$ cat src/rtl/if_fetch_buffer.sv
// Instruction-fetch front end: builds INST_W-bit instructions from MEM_W-bit
// memory beats (or takes them whole from the icache on a hit), queues
// {pc, inst} pairs in a small prefetch FIFO and hands them to decode.
// A redirect flushes the FIFO and restarts fetch at the new PC; the response
// to a request still in flight at that moment is dropped.
module if_fetch_buffer #(
  parameter int ADDR_W = 32,
  parameter int INST_W = 32,
  parameter int MEM_W  = 8,
  parameter int DEPTH  = 4,
  parameter logic [ADDR_W-1:0] RESET_PC = '0
) (
  input  logic              clk,
  input  logic              rst,
  input  logic              redirect,
  input  logic [ADDR_W-1:0] redirect_pc,
  input  logic              icache_hit,
  input  logic [INST_W-1:0] icache_inst,
  output logic [ADDR_W-1:0] icache_pc,
  output logic              mem_req,
  output logic [ADDR_W-1:0] mem_addr,
  input  logic [MEM_W-1:0]  mem_rdata,
  input  logic              mem_rvalid,
  output logic              id_valid,
  input  logic              id_ready,
  output logic [ADDR_W-1:0] id_pc,
  output logic [INST_W-1:0] id_inst,
  output logic              busy
);

  localparam int BEATS  = INST_W / MEM_W;
  localparam int BEAT_W = (BEATS > 1) ? $clog2(BEATS) : 1;
  localparam int PTR_W  = $clog2(DEPTH);
  localparam int CNT_W  = PTR_W + 1;
  localparam logic [ADDR_W-1:0] STEP_A       = ADDR_W'(INST_W / 8);
  localparam logic [ADDR_W-1:0] BEAT_BYTES_A = ADDR_W'(MEM_W / 8);
  localparam logic [BEAT_W-1:0] LAST_BEAT    = BEAT_W'(BEATS - 1);
  localparam logic [CNT_W-1:0]  DEPTH_C      = CNT_W'(DEPTH);

  typedef enum logic [1:0] {
    S_IDLE = 2'd0,
    S_REQ  = 2'd1,
    S_WAIT = 2'd2
  } state_t;

  state_t              r_state;
  logic [ADDR_W-1:0]   r_fetch_pc;
  logic [BEAT_W-1:0]   r_beat;
  logic                r_discard;
  logic                r_mem_req;
  logic                r_busy;
  logic [INST_W-1:0]   r_asm;
  logic [ADDR_W-1:0]   r_fifo_pc   [DEPTH];
  logic [INST_W-1:0]   r_fifo_inst [DEPTH];
  logic [PTR_W-1:0]    r_wr_ptr;
  logic [PTR_W-1:0]    r_rd_ptr;
  logic [CNT_W-1:0]    r_count;

  logic                w_id_valid;
  logic                w_pop;
  logic                w_has_room;
  logic                w_idle;
  logic                w_hit_push;
  logic                w_miss_start;
  logic                w_beat_done;
  logic                w_asm_push;
  logic                w_push;
  logic [INST_W-1:0]   w_asm_next;
  logic [INST_W-1:0]   w_push_inst;

  assign icache_pc = r_fetch_pc;
  assign mem_req   = r_mem_req;
  assign mem_addr  = r_fetch_pc + (ADDR_W'(r_beat) * BEAT_BYTES_A);
  assign busy      = r_busy;
  assign id_valid  = w_id_valid;
  assign id_pc     = r_fifo_pc[r_rd_ptr];
  assign id_inst   = r_fifo_inst[r_rd_ptr];

  // Head is hidden from decode in the cycle a redirect flushes the queue.
  assign w_id_valid   = (r_count != {CNT_W{1'b0}}) && !redirect;
  assign w_pop        = w_id_valid && id_ready;
  assign w_has_room   = (r_count < DEPTH_C);
  assign w_idle       = (r_state == S_IDLE);
  // A hit may refill the slot freed by a pop in the same cycle.
  assign w_hit_push   = !redirect && w_idle && icache_hit && (w_has_room || w_pop);
  // A miss only starts with a free slot, so its final push always fits.
  assign w_miss_start = !redirect && w_idle && !icache_hit && w_has_room && !r_discard;
  assign w_beat_done  = !redirect && (r_state == S_WAIT) && mem_rvalid && !r_discard;
  assign w_asm_push   = w_beat_done && (r_beat == LAST_BEAT);
  assign w_push       = w_hit_push || w_asm_push;
  assign w_push_inst  = w_hit_push ? icache_inst : w_asm_next;

  // Merge the returning beat into its little-endian slot of the instruction.
  always_comb begin
    w_asm_next = r_asm;
    for (int k = 0; k < BEATS; k++) begin
      if (r_beat == BEAT_W'(k)) begin
        w_asm_next[k*MEM_W +: MEM_W] = mem_rdata;
      end else begin
        w_asm_next[k*MEM_W +: MEM_W] = r_asm[k*MEM_W +: MEM_W];
      end
    end
  end

  // Fetch FSM: fetch PC, beat counter, discard flag and registered request/busy.
  always_ff @(posedge clk) begin
    if (rst) begin
      r_state    <= S_IDLE;
      r_fetch_pc <= RESET_PC;
      r_beat     <= {BEAT_W{1'b0}};
      r_discard  <= 1'b0;
      r_mem_req  <= 1'b0;
      r_busy     <= 1'b0;
      r_asm      <= {INST_W{1'b0}};
    end else begin
      // A stale response retires the discard; otherwise a redirect with a
      // request in flight arms it (an in-cycle response needs no discard).
      if (r_discard && mem_rvalid) begin
        r_discard <= 1'b0;
      end else if (redirect && ((r_state == S_REQ) || ((r_state == S_WAIT) && !mem_rvalid))) begin
        r_discard <= 1'b1;
      end

      if (redirect) begin
        r_state    <= S_IDLE;
        r_fetch_pc <= redirect_pc;
        r_beat     <= {BEAT_W{1'b0}};
        r_mem_req  <= 1'b0;
        r_busy     <= 1'b0;
      end else begin
        case (r_state)
          S_IDLE: begin
            if (w_hit_push) begin
              r_fetch_pc <= r_fetch_pc + STEP_A;
            end else if (w_miss_start) begin
              r_state   <= S_REQ;
              r_beat    <= {BEAT_W{1'b0}};
              r_mem_req <= 1'b1;
            end
          end
          S_REQ: begin
            r_state   <= S_WAIT;
            r_mem_req <= 1'b0;
            r_busy    <= 1'b1;
          end
          S_WAIT: begin
            if (w_beat_done) begin
              r_asm  <= w_asm_next;
              r_busy <= 1'b0;
              if (r_beat == LAST_BEAT) begin
                r_state    <= S_IDLE;
                r_fetch_pc <= r_fetch_pc + STEP_A;
                r_beat     <= {BEAT_W{1'b0}};
              end else begin
                r_state   <= S_REQ;
                r_beat    <= r_beat + BEAT_W'(1);
                r_mem_req <= 1'b1;
              end
            end
          end
          default: begin
            r_state   <= S_IDLE;
            r_beat    <= {BEAT_W{1'b0}};
            r_mem_req <= 1'b0;
            r_busy    <= 1'b0;
          end
        endcase
      end
    end
  end

  // FIFO pointers and occupancy; a redirect empties the queue.
  always_ff @(posedge clk) begin
    if (rst || redirect) begin
      r_wr_ptr <= {PTR_W{1'b0}};
      r_rd_ptr <= {PTR_W{1'b0}};
      r_count  <= {CNT_W{1'b0}};
    end else begin
      if (w_push) begin
        r_wr_ptr <= r_wr_ptr + PTR_W'(1);
      end
      if (w_pop) begin
        r_rd_ptr <= r_rd_ptr + PTR_W'(1);
      end
      r_count <= r_count + CNT_W'(w_push) - CNT_W'(w_pop);
    end
  end

  // FIFO storage; contents are only meaningful while counted as occupied.
  always_ff @(posedge clk) begin
    if (w_push) begin
      r_fifo_pc[r_wr_ptr]   <= r_fetch_pc;
      r_fifo_inst[r_wr_ptr] <= w_push_inst;
    end
  end

endmodule
$ cat config.mk
export PLATFORM = sky130hd
export DESIGN_NAME = if_fetch_buffer
export DESIGN_NICKNAME = d
export VERILOG_FILES = /design/src/rtl/if_fetch_buffer.sv
export SDC_FILE = /design/constraint.sdc
export NUM_CORES = 1
export LEC_CHECK = 0
export ABC_AREA = 1
export BUFFER_PORTS_ARGS = -buffer_cell sky130_fd_sc_hd__buf_2
export CORE_MARGIN = 4
export CORE_UTILIZATION = 52
export CTS_BUF_LIST = sky130_fd_sc_hd__clkbuf_4 sky130_fd_sc_hd__clkbuf_8 sky130_fd_sc_hd__clkbuf_16
export DETAILED_ROUTE_END_ITERATION = 10
export HOLD_SLACK_MARGIN = 0.12
export PLACE_DENSITY = 0.76
export SYNTH_ARGS = -nofsm -noshare
export SYNTH_HDL_FRONTEND = slang
export SYNTH_SLANG_ARGS = --single-unit
$ cat constraint.sdc
create_clock -name clk -period 4.3 [get_ports clk]
set_input_delay 0 -clock clk [delete_from_list [all_inputs] [get_ports clk]]
set_output_delay 0 -clock clk [all_outputs]
set_load 0.01 [all_outputs]
== Yosys cells after proc, flatten, opt, wreduce, memory -nomap -nowiden ==
Memories as Yosys holds them, arrays and structs flattened. A register that Yosys moved wholly into a read port is not among the register bits.
Index checks and enable logic that the tools add are counted.

* Register bits: 78
* RAM bits: 256
* Bits of input ports: 78
* Output and inout port bits: 131
* Word-level logic and storage cells: 103
* Memories: 2

{| class="wikitable"
|+ Memory list
! memory !! words !! bits a word !! read ports !! clocked after Yosys merged registers in !! wr ports !! line !! text
|-
| r_fifo_inst || 4 || 32 || 1 || 1 || 1 || 54 || <nowiki>logic [INST_W-1:0] r_fifo_inst [DEPTH];</nowiki>
|-
| r_fifo_pc || 4 || 32 || 1 || 1 || 1 || 53 || <nowiki>logic [ADDR_W-1:0] r_fifo_pc [DEPTH];</nowiki>
|}

* Add/sub/neg operators: 7
* Order comparisons: 1
* Eq/ne operators: 12
* Multiplexer cells: 33
* Bitwise operators: 3
* Reduce and logical (&&, ||, !) cells: 35

{| class="wikitable"
|+ Operator list
! kind !! count
|-
| 2-to-1 mux 32 bit || 5
|-
| one-hot mux 32 bit (2 select lines) || 1
|-
| adder 32 x 2 -> 32 bit || 1
|-
| adder 32 x 3 -> 32 bit, second input constant || 1
|-
| 2-to-1 mux 8 bit || 4
|-
| 2-to-1 mux 2 bit || 11
|-
| logical AND 1 bit || 15
|-
| one-hot mux 2 bit (3 select lines) || 2
|-
| AND reduction 4 bit || 3
|-
| 2-to-1 mux 1 bit || 8
|-
| adder 2 x 1 -> 2 bit, second input constant || 3
|-
| equality test 2 bit, second input constant || 3
|-
| inequality test 2 bit, second input constant || 3
|-
| inequality test 3 x 2 -> 1 bit, second input constant || 2
|-
| AND reduction 3 bit || 2
|-
| nonzero test 3 bit || 2
|-
| equality test 2 x 1 -> 1 bit, second input constant || 2
|-
| zero test 1 bit || 4
|-
| zero test 2 bit || 2
|-
| logical OR 1 bit || 4
|-
| OR reduction 2 bit || 2
|-
| adder 3 x 1 -> 3 bit || 1
|-
| < comparator 3 bit, second input constant || 1
|-
| inequality test 3 bit, second input constant || 1
|-
| other kinds (6) || 8
|}

== Longest topological paths before layout ==
Gate-level depths: netlist of the first run.

* Word-level depth: 8
* Depth in mapped cells: 15
* Gate-level depth less buffers: 13

== Worst setup path before layout of the first run ==
No wires, ideal clock.

* Kind: register -> register
* Start: reg r_beat[0]
* End: mem r_fifo_inst[0][0] (enable)
* Setup time: 0.486 ns
* Arrival time: 3.741 ns
* Required time: 3.814 ns
* Slack: 0.072 ns
* Cell stages (with the launch flop): 7
* Buffers on the path: 2
* Period minus slack after synthesis: 4.228 ns
* Path through: dfxtp_1 > ha_1 > buf_2 > nand3_1 > and2_1 > buf_2 > nor2_1

* Cells in the longest elaborated chain, start to end: 5

{| class="wikitable"
|+ Ends and longest elaborated chain
! element !! line !! text
|-
| from (decl) || 48 || <nowiki>logic [BEAT_W-1:0] r_beat;</nowiki>
|-
| from (signal assigned) || 110 || <nowiki>r_beat <= {BEAT_W{1'b0}};</nowiki>
|-
| from (signal assigned) || 127 || <nowiki>r_beat <= {BEAT_W{1'b0}};</nowiki>
|-
| from (signal assigned) || 137 || <nowiki>r_beat <= {BEAT_W{1'b0}};</nowiki>
|-
| equality test 2 bit || 89 || <nowiki>assign w_asm_push = w_beat_done && (r_beat == LAST_BEAT);</nowiki>
|-
| logical AND 1 bit || 89 ||
|-
| logical OR 1 bit || 90 || <nowiki>assign w_push = w_hit_push || w_asm_push;</nowiki>
|-
| 2-to-1 mux 1 bit || 191 || <nowiki>if (w_push) begin</nowiki>
|-
| 2-to-1 mux 1 bit (not written as such) || 193 || <nowiki>r_fifo_inst[r_wr_ptr] <= w_push_inst;</nowiki>
|-
| to (decl) || 54 ||
|}

No other way between the ends.

==> flow_summary_export.csv, run 1 <==
group,metric,value,unit
critical_path,end_kind,"primary output",
clocking,clk_latency,520,ps
routing,wl_per_cell,18.9,um
routing,dr.pass1.iters,5,
clocking,htreeDepth,2,
pwr,p_comb_share,9.0,%
critical_path,cp.required,4300,ps
floorplan,rows,61,
outcome,status,"completed",
placement,globalplace.congestion,0.919,
sta,skew,26.2,ps
yosys,synthCells,1459,
critical_path,cp.arrival,3220,ps
finish,nets,1834,
yosys,synth_area,14900,um^2
yosys,yosys_warnings,0,
sta,post-route-period-util,74.8,%
critical_path,critPathLaunchType,"register",
global_routing,grt-ovfl-total,0,
critical_path,rrSetupSlack,1480,ps
routing,routed-via-count,12000,
routing,route.detailed.drc,0,
floorplan,coreArea,28000,um^2
yosys,synth_top_area_cell,"edfxtp_1",
clocking,path_clk_slew,60,ps
sta,period_needed,3220,ps
placement,hpwl,24300,um
pwr,p_clk_share,39.5,%
sta,rsz0062_at_grt,"false",
run,maxCapViolCount,0,
finish,final_cell_mix,"edfxtp_1 (256), nor2_1 (229), o21ai_0 (213)",
pwr,pwr_density_cell,393,nW/um^2
global_routing,grt_pass1_vias,11700,
floorplan,start_util,53.2,%
hold_path,holdCritStartpoint,"redirect",
pwr,swShare,23.5,%
yosys,synthDistinctLibCells,37,
sta,drv_slew,0,
finish,multi_input_area,4880,um^2
finish,area_delta_synth_final,23.0,%
sta,setup_viol_count_final,0,
routing,drtIter0Drc,1270,
critical_path,r2r_start,"r_beat[0]",
global_routing,grt_max_degree,69,
clocking,hold_buffers,101,
clocking,postCtsResizedCells,0,
finish,seq_area,9290,um^2
finish,final_common_cell,"edfxtp_1",
clocking,numCtsBuffers,35,
hold_path,holdPathEnd,"icache_pc[7]",
placement,portBuffers,208,
finish,fin_util,65.4,%
yosys,synth_nets,1552,
floorplan,ios,209,
global_routing,antenna_found_initial,0,
pwr,power_switching,1.69,mW
placement,place_ws,1490,ps
sta,tns,0,ps
yosys,synth_area_per_cell,10.2,um^2
global_routing,grt_pass1_wl,62200,um
routing,drt-vias-per-instance,5.58,
sta,worstMarginPinSlew,1040,ps
clocking,postCtsSetupBuffers,0,
hold_path,worstHoldPathCells,4,
sta,slew_headroom,30.1,%
clocking,cts_buffer_depth,3,
floorplan,dieArea,31400,um^2
pwr,seqPwrFrac,51.5,%
hold_path,hp-class,"primary input to register",
pwr,intPower,5.51,mW
critical_path,critPathMaxFanout,62,
critical_path,reg2reg_to,"r_fifo_pc[1][10]",
yosys,synth_top_area_share,51.6,%
pwr,peakVddDrop,0.226,mV
yosys,synth-seq-cells,336,
pwr,leakagePower,7.09,nW
global_routing,grt.total_usage,25.1,%
sta,fmax,311,MHz
sta,whs,164,ps
sta,final_hold_viol_count,0,
finish,diodes,0,
yosys,seq_area_frac_synth,62.4,%
clocking,cts_tree,"yes",
finish,drive_above_1_share,19.8,%
floorplan,die_x,177,um
clocking,cts-root-buf,"clkbuf_16",
yosys,synthTopCellsByArea,"edfxtp_1 (52%), dfxtp_1 (11%), o21ai_0 (7.2%), nor2_1 (5.9%), nand2_1 (4.9%)",
routing,routed_wl,40500,um
critical_path,ff2ff_path_depth,5,
clocking,cts_num_sinks,336,
critical_path,path_class,"register to primary output",
floorplan,die_y,177,um
routing,ant_nets,0,
sta,postLayoutSetupSlackWorst,1080,ps
finish,fillerInstances,2110,
## power by group through the flow
stage,registers (mW),logic [mW],clock network [mW]
floorplan,3.74,0.327,0
global placement,3.77,0.544,0
detailed placement,3.77,0.557,0
CTS,3.70,0.639,2.89
global route,3.71,0.708,3.05
finish,3.71,0.648,2.85
## cell usage after synthesis (all sizes together)
| cell type | n |
|---|---|
| edfxtp | 256 |
| buf | 22 |
| o21a | 1 |
| clkinv | 1 |
| o31ai | 1 |
| xor2 | 27 |
| clkbuf | 57 |
| nand2 | 200 |
| mux2 | 32 |
| a211oi | 2 |
| nand3 | 37 |
| dfxtp | 80 |
| ha | 13 |
| nand4 | 5 |
| and2 | 1 |
| inv | 106 |
| o22ai | 64 |
| mux2i | 4 |
| a21oi | 68 |
| xnor2 | 9 |
| nor2 | 247 |
| o21bai | 4 |
| o21ai | 219 |
| fa | 2 |
| nand3b | 1 |
## per-layer routing
layer	part of all wire [%]	GRT usage (%)	wire, um
met1	40	33.4	16100
met2	49	42.7	19900
met3	8.6	4.72	3500
met4	2.4	7.00	951
met5	0	0	0
## kinds of logic (layout without fill, tap and decap cells)
kind of cell	count (synthesis)	after routing	synth area share, %
AOI/OAI and AO/OA	359	359	12.8
xor gates and xnor gates	36	36	2.12
adders and majority gates	15	15	1.36
buffers and inverters	186	493	5.09
DFF	336	336	62.4
muxes	36	36	2.69
and+or+nand+nor	491	491	13.6
## state kept, by name, summed over array words and instances (netlist names), 2 cells and up, named ones only
signal / cells
r_beat: 2
r_fifo_inst: 128
r_count: 3
r_fifo_pc: 128
icache_pc: 32
r_state: 2
r_wr_ptr: 2
r_asm: 32
r_rd_ptr: 2
## worst max-delay path by stage
stage                     depth (start not counted)      start            endpoint
after detailed placement                          5  r_beat[1]   r_fifo_inst[1][3]
after global routing                              5   register          id_inst[6]
after global placement                            5  r_beat[0]  r_fifo_inst[1][17]
after floorplan                                   6  r_beat[0]   r_fifo_inst[0][0]
after CTS                                         5   register          id_inst[9]
final                                             5   register          id_inst[9]
## area by class of cell
type / count / area share [%]
repair buffers: 324 / 12.0
inverters: 107 / 2.23
clock buffers: 43 / 5.18
multi-input cells: 937 / 26.6
well taps: 378 / 2.58
flip-flops and latches: 336 / 50.7
clock inverters: 19 / 0.697
## stage by stage
step | cell area (um^2) | power, mW | std cells
floorplan | 14900 | 4.07 | 1459
CTS | 18300 | 7.23 | 2144
detailed placement | 16200 | 4.33 | 1981
global route | 18300 | 7.47 | 2144
global placement | 16200 | 4.31 | 1981
finish | 18300 | 7.20 | 2144
## worst max-delay path, stage by stage (launching register included)
cell and delay [ps]:
dfxtp_4 750, clkinv_2 830, buf_4 540, o21ai_0 250, o22ai_1 150, buf_2 170
(Power assumes the default switching activity.)
==> run 2, diff against run 1 <==
ABC_AREA = 0   (was 1)
CORE_UTILIZATION = 57   (was 52)
PLACE_DENSITY = 0.8   (was 0.76)
clock period = 3 ns   (was 4.3 ns; I/O delays follow)
==> run 2 against run 1 <==
Net effect: global-route usage is 1.1 points higher; register-to-register slack got worse by 1300 ps; largest cell class unchanged; critical endpoint is now mem_addr[31]; synthesized cell count shrank 32%; largest power group unchanged; clock skew fell by 11 ps.
==> flow_summary_export.csv, run 2 <==
group,metric,value,unit
floorplan,coreArea,24400,um^2
yosys,ys.flop_type,"edfxtp_1",
yosys,synth-seq-cells,336,
floorplan,die_y,166,um
sta,rsz0062_at_grt,"false",
hold_path,worstHoldPathCells,4,
routing,dr.pass1.iters,5,
yosys,synth_nets,1079,
critical_path,max_stage_delay,610,ps
routing,drt-vias-per-instance,6.01,
clocking,numCtsBuffers,35,
yosys,synth_area_per_cell,14.4,um^2
finish,diodes,0,
yosys,synth_edf_count,256,
yosys,synthMostInstantiatedCell,"edfxtp_1",
global_routing,grt_pass1_vias,9883,
run,maxCapViolCount,0,
sta,slew_headroom,45.8,%
routing,drtIter0Drc,1034,
pwr,leakagePower,6.45,nW
global_routing,grt.total_usage,26.3,%
sta,whs,320,ps
placement,portBuffers,208,
yosys,synth_top_area_share,54.1,%
routing,routed_wl,36400,um
critical_path,cp.required,3000,ps
critical_path,crit_buf_inv,1,
sta,worstMarginPinSlew,813,ps
floorplan,start_util,58.3,%
global_routing,grt_pass1_wl,57000,um
pwr,swShare,21.7,%
critical_path,end_kind,"primary output",
clocking,cts_num_sinks,336,
yosys,synthTopCellsByArea,"edfxtp_1 (54%), dfxtp_1 (11%), mux4_2 (10%), mux2i_1 (3.0%), nor2_1 (2.4%)",
critical_path,crit_chain,"nand4_1 -> or3_1 -> or4_1 -> nor2_1 -> xor2_1 -> buf_2",
routing,wl_per_cell,22.2,um
clocking,cts_buffer_depth,3,
global_routing,antenna_found_initial,0,
critical_path,reg2reg_to,"icache_pc[16]",
critical_path,critPathMaxFanout,10,
sta,fmax,349,MHz
yosys,seq_area_frac_synth,65.4,%
critical_path,cp-startpoint,"icache_pc[21]",
critical_path,r2r_start,"icache_pc[3]",
clocking,path_clk_slew,60,ps
sta,final_hold_viol_count,0,
floorplan,rows,57,
floorplan,die_x,166,um
hold_path,holdCritStartpoint,"redirect_pc[24]",
clocking,cts_tree,"yes",
critical_path,critPathLaunchType,"register",
sta,setup_viol_count_final,0,
finish,drive_above_1_share,29.9,%
clocking,htreeDepth,2,
routing,ant_nets,0,
pwr,peakVddDrop,0.490,mV
placement,globalplace.congestion,0.851,
global_routing,grt_max_degree,65,
clocking,cts-root-buf,"clkbuf_16",
critical_path,rrSetupSlack,210,ps
routing,routed-via-count,9841,
yosys,synthDistinctLibCells,50,
sta,tns,0,ps
finish,nets,1383,
finish,area_delta_synth_final,25.3,%
sta,post-route-period-util,95.6,%
hold_path,holdPathEnd,"icache_pc[24]",
yosys,synth_common_cells,"edfxtp_1 (256), nor2_1 (89), dfxtp_1 (80)",
sta,drv_slew,0,
pwr,pwr_density_cell,569,nW/um^2
pwr,p_comb_share,7.6,%
critical_path,cp_top_family,"simple AND/OR/NAND/NOR gates",
hold_path,hp-class,"primary input to register",
yosys,synth_area,14200,um^2
routing,route.detailed.drc,0,
sta,skew,14.8,ps
yosys,async_flop_share,0,%
placement,hpwl,22500,um
critical_path,path_class,"register to primary output",
finish,final_cell_mix,"edfxtp_1 (256), buf_2 (208), dlygate4sd3_1 (92)",
floorplan,dieArea,27500,um^2
critical_path,slowest_stage,"or4_1",
critical_path,ff2ff_path_depth,8,
global_routing,grt-ovfl-total,0,
yosys,yosys_warnings,0,
pwr,intPower,7.94,mW
yosys,synth_top_area_cell,"edfxtp_1",
clocking,clk_latency,510,ps
floorplan,ios,209,
sta,period_needed,2870,ps
pwr,seqPwrFrac,51.3,%
pwr,power_switching,2.20,mW
outcome,status,"completed",
finish,final_common_cell,"edfxtp_1",
critical_path,cp.arrival,2870,ps
pwr,p_clk_share,41.1,%
yosys,synthCells,986,
finish,top_regs,"r_fifo_inst x128, r_fifo_pc x128",
## run 2: worst register-to-register path, delay by kind of cell (launching register included)
kind,cells,cell delay (ps)
AO/OA/AOI/OAI,1,230
XOR/XNOR,1,110
adder cells (fa/ha/maj),1,220
buffers and inverters,2,750
flip-flops,1,400
AND/OR/NAND/NOR,3,1040
## run 2: what timing repair did
| action | in CTS | in global routing |
|---|---|---|
| hold buffers | 92 | 0 |
| buffers inserted | 0 | 3 |
| endpoints found under the setup margin | 1 | 11 |
| pin swaps | 0 | 2 |
| endpoints found under the hold margin | 201 | 0 |
| resized for setup | 1 | 4 |
## run 2: through the flow
stage	area [um^2]	power, mW	worst slack, ps	instances	utilization [%]
after floorplan	14200	5.63	326	986	-
after global placement	15700	5.93	431	1482	64.6
after detailed placement	15700	5.95	288	1482	64.6
after CTS	17800	10.2	36.3	1635	72.8
after global routing	17800	10.5	20.7	1638	73.0
final	17800	10.1	131	1638	73.0
## run 2: kinds of logic (layout without fill, tap and decap cells)
kind of cell    after synthesis  after routing  share of synthesized area (%)
flops                       336            336                           65.4
simple gates                265            265                           9.29
compound gates              117            117                           5.03
mux                         107            107                           13.2
buf+inv                      95            423                           2.60
xor+xnor                     51             51                           3.14
fa+ha+maj                    15             15                           1.43
## run 2: worst max path at each step
stage	to	slack, ps	cells past startpoint
after floorplan	r_count[2]	330	14
after global placement	icache_pc[24]	430	6
after detailed placement	icache_pc[26]	290	6
after CTS	mem_addr[28]	40	7
after global routing	mem_addr[31]	20	6
final	mem_addr[31]	130	6
## run 2: power groups by stage
stage / clock network, mW / registers (mW) / logic (mW)
floorplan: 0 / 5.29 / 0.339
global placement: 0 / 5.29 / 0.641
detailed placement: 0 / 5.30 / 0.653
CTS: 4.21 / 5.20 / 0.758
global route: 4.43 / 5.21 / 0.827
finish: 4.16 / 5.20 / 0.769
## run 2: cell type report
cell class                      count  area, um^2
Clock buffer                       48         986
Inverter                           21        78.8
Timing Repair Buffer              341        2330
Multi-Input combinational cell    555        4590
Clock inverter                     13         114
Tap cell                          324         405
Sequential cell                   336        9300
Fill cell                        1599        6590
## run 2: layer usage
layer	global-route usage, %	up-vias	share of wire [%]
met5	0	-	0
met2	43.0	519	49
li1	-	4344	-
met4	8.75	0	3.5
met3	4.69	100	8.1
met1	36.3	4878	39
==> run 3, diff against run 2 <==
BUFFER_PORTS_ARGS = -buffer_cell sky130_fd_sc_hd__clkbuf_2   (was -buffer_cell sky130_fd_sc_hd__buf_2)
RECOVER_POWER = 100   (was not set)
clock period = 2.8 ns   (was 3 ns; I/O delays follow)
==> run 3 against run 2 <==
Net effect: via count fell by 0.61%; global-route usage fell by 0.74 points; sequential share of layout area fell by 0.31 points; worst setup slack got worse by 100 ps; critical path type unchanged.
==> flow_summary_export.csv, run 3 (synthesis results as in run 2) <==
group,metric,value,unit
hold_path,holdPathEnd,"icache_pc[26]",
sta,rsz0062_at_grt,"true",
critical_path,slowest_stage,"or4_1",
critical_path,cp.required,2800,ps
critical_path,rrSetupSlack,190,ps
placement,hpwl,22600,um
hold_path,hp-class,"primary input to register",
finish,drive_above_1_share,31.8,%
clocking,cts_tree,"yes",
pwr,swShare,21.6,%
finish,final_cell_mix,"edfxtp_1 (256), clkbuf_2 (208), nor2_1 (88)",
sta,drv_slew,0,
run,maxCapViolCount,0,
pwr,p_comb_share,7.7,%
global_routing,grt.total_usage,25.5,%
sta,post-route-period-util,99.0,%
finish,multi_input_area,4620,um^2
critical_path,r2r_start,"icache_pc[2]",
routing,ant_nets,0,
clocking,numCtsBuffers,36,
clocking,cts_num_sinks,336,
routing,wl_per_cell,21.7,um
critical_path,crit_chain,"nand4_1 -> or3_4 -> or4_1 -> nor2_1 -> xor2_1 -> clkbuf_2",
critical_path,critPathLaunchType,"register",
finish,area_delta_synth_final,26.0,%
global_routing,grt_pass1_wl,55700,um
floorplan,start_util,58.3,%
critical_path,path_class,"register to primary output",
finish,fin_util,73.4,%
pwr,p_clk_share,41.7,%
global_routing,grt_pass1_vias,9926,
sta,whs,202,ps
finish,seq_area,9300,um^2
routing,drt-vias-per-instance,5.95,
sta,final_hold_viol_count,0,
global_routing,antenna_found_initial,0,
routing,routed-via-count,9781,
placement,globalplace.congestion,0.868,
sta,worstMarginPinSlew,788,ps
critical_path,max_stage_delay,570,ps
global_routing,grt-ovfl-total,0,
sta,tns,0,ps
finish,nets,1387,
sta,slew_headroom,47.4,%
critical_path,end_kind,"primary output",
routing,route.detailed.drc,0,
pwr,power_switching,2.37,mW
finish,fillerInstances,1544,
critical_path,crit_buf_inv,1,
critical_path,reg2reg_to,"icache_pc[24]",
floorplan,ios,209,
pwr,pwr_density_cell,612,nW/um^2
critical_path,ff2ff_path_depth,7,
pwr,seqPwrFrac,50.7,%
routing,drtIter0Drc,933,
hold_path,holdCritStartpoint,"rst",
critical_path,critPathMaxFanout,8,
floorplan,die_y,166,um
clocking,cts-root-buf,"clkbuf_16",
pwr,leakagePower,6.50,nW
pwr,peakVddDrop,0.705,mV
finish,final_common_cell,"edfxtp_1",
hold_path,worstHoldPathCells,2,
routing,routed_wl,35700,um
floorplan,die_x,166,um
sta,period_needed,2770,ps
floorplan,dieArea,27500,um^2
critical_path,cp_top_family,"simple AND/OR/NAND/NOR gates",
critical_path,cp.arrival,2770,ps
clocking,cts_buffer_depth,3,
clocking,htreeDepth,2,
floorplan,rows,57,
routing,dr.pass1.iters,5,
pwr,fin_total_pwr,11.0,mW
clocking,clk_latency,510,ps
finish,diodes,0,
outcome,status,"completed",
sta,setup_viol_count_final,0,
pwr,intPower,8.60,mW
sta,fmax,361,MHz
placement,portBuffers,208,
floorplan,coreArea,24400,um^2
clocking,path_clk_slew,60,ps
sta,skew,12.1,ps
global_routing,grt_max_degree,65,
finish,top_regs,"r_fifo_inst x128, r_fifo_pc x128",
## run 3: cell types whose count changed in the layout (fill, tap and decap cells not counted), moves of 3 or more
cell / before / now
clkbuf_2: 0 / 208
dfxtp_1: 76 / 73
dlygate4sd3_1: 92 / 79
buf_2: 208 / 0
buf_12: 5 / 8
dfxtp_2: 1 / 5
buf_4: 36 / 49
## run 3: power by group through the flow
stage	sequential, mW	combinational, mW	clock [mW]
6_report	5.56	0.839	4.57
2_1_floorplan	5.67	0.363	0
3_5_place_dp	5.66	0.735	0
5_1_grt	5.56	0.904	4.86
3_3_place_gp	5.65	0.720	0
4_1_cts	5.55	0.828	4.63
## run 3: final cells by class
cell class | instances | area share [%]
inverters | 21 | 0.440
clock buffers | 49 | 5.71
flip-flops and latches | 336 | 51.9
well taps | 324 | 2.26
multi-input cells | 555 | 25.8
repair buffers | 344 | 13.2
clock inverters | 15 | 0.706
## run 3: worst max-delay path by stage
stage	start	to	cells after the start
finish	icache_pc[21]	mem_addr[31]	6
global route	icache_pc[2]	mem_addr[28]	7
CTS	icache_pc[3]	mem_addr[30]	7
detailed placement	r_beat[0]	icache_pc[23]	8
global placement	r_state[1]	r_count[2]	12
floorplan	r_state[1]	r_count[2]	14
## run 3: per-layer routing
metal	vias to the layer above	global-route usage [%]	part of all wire, %
li1	4365	-	-
met2	499	40.6	47
met5	-	0	0
met1	4803	34.5	40
met3	114	5.43	8.6
met4	0	11.2	4.3
## run 3: stage by stage
step           worst slack [ps]  cells  cell area, um^2
2_1_floorplan               126    986            14200
3_3_place_gp                296   1492            15900
3_5_place_dp                153   1492            15900
4_1_cts                    24.8   1636            17800
5_1_grt                   -57.1   1644            17900
6_report                   27.9   1644            17900
## run 3: what timing repair did
item                                    in CTS  in global routing
endpoints found under the setup margin       4                  9
buffers inserted                             1                  8
endpoints found under the hold margin      201                  0
hold buffers                                79                  0
resized for setup                            3                 11
pin swaps                                    1                  4
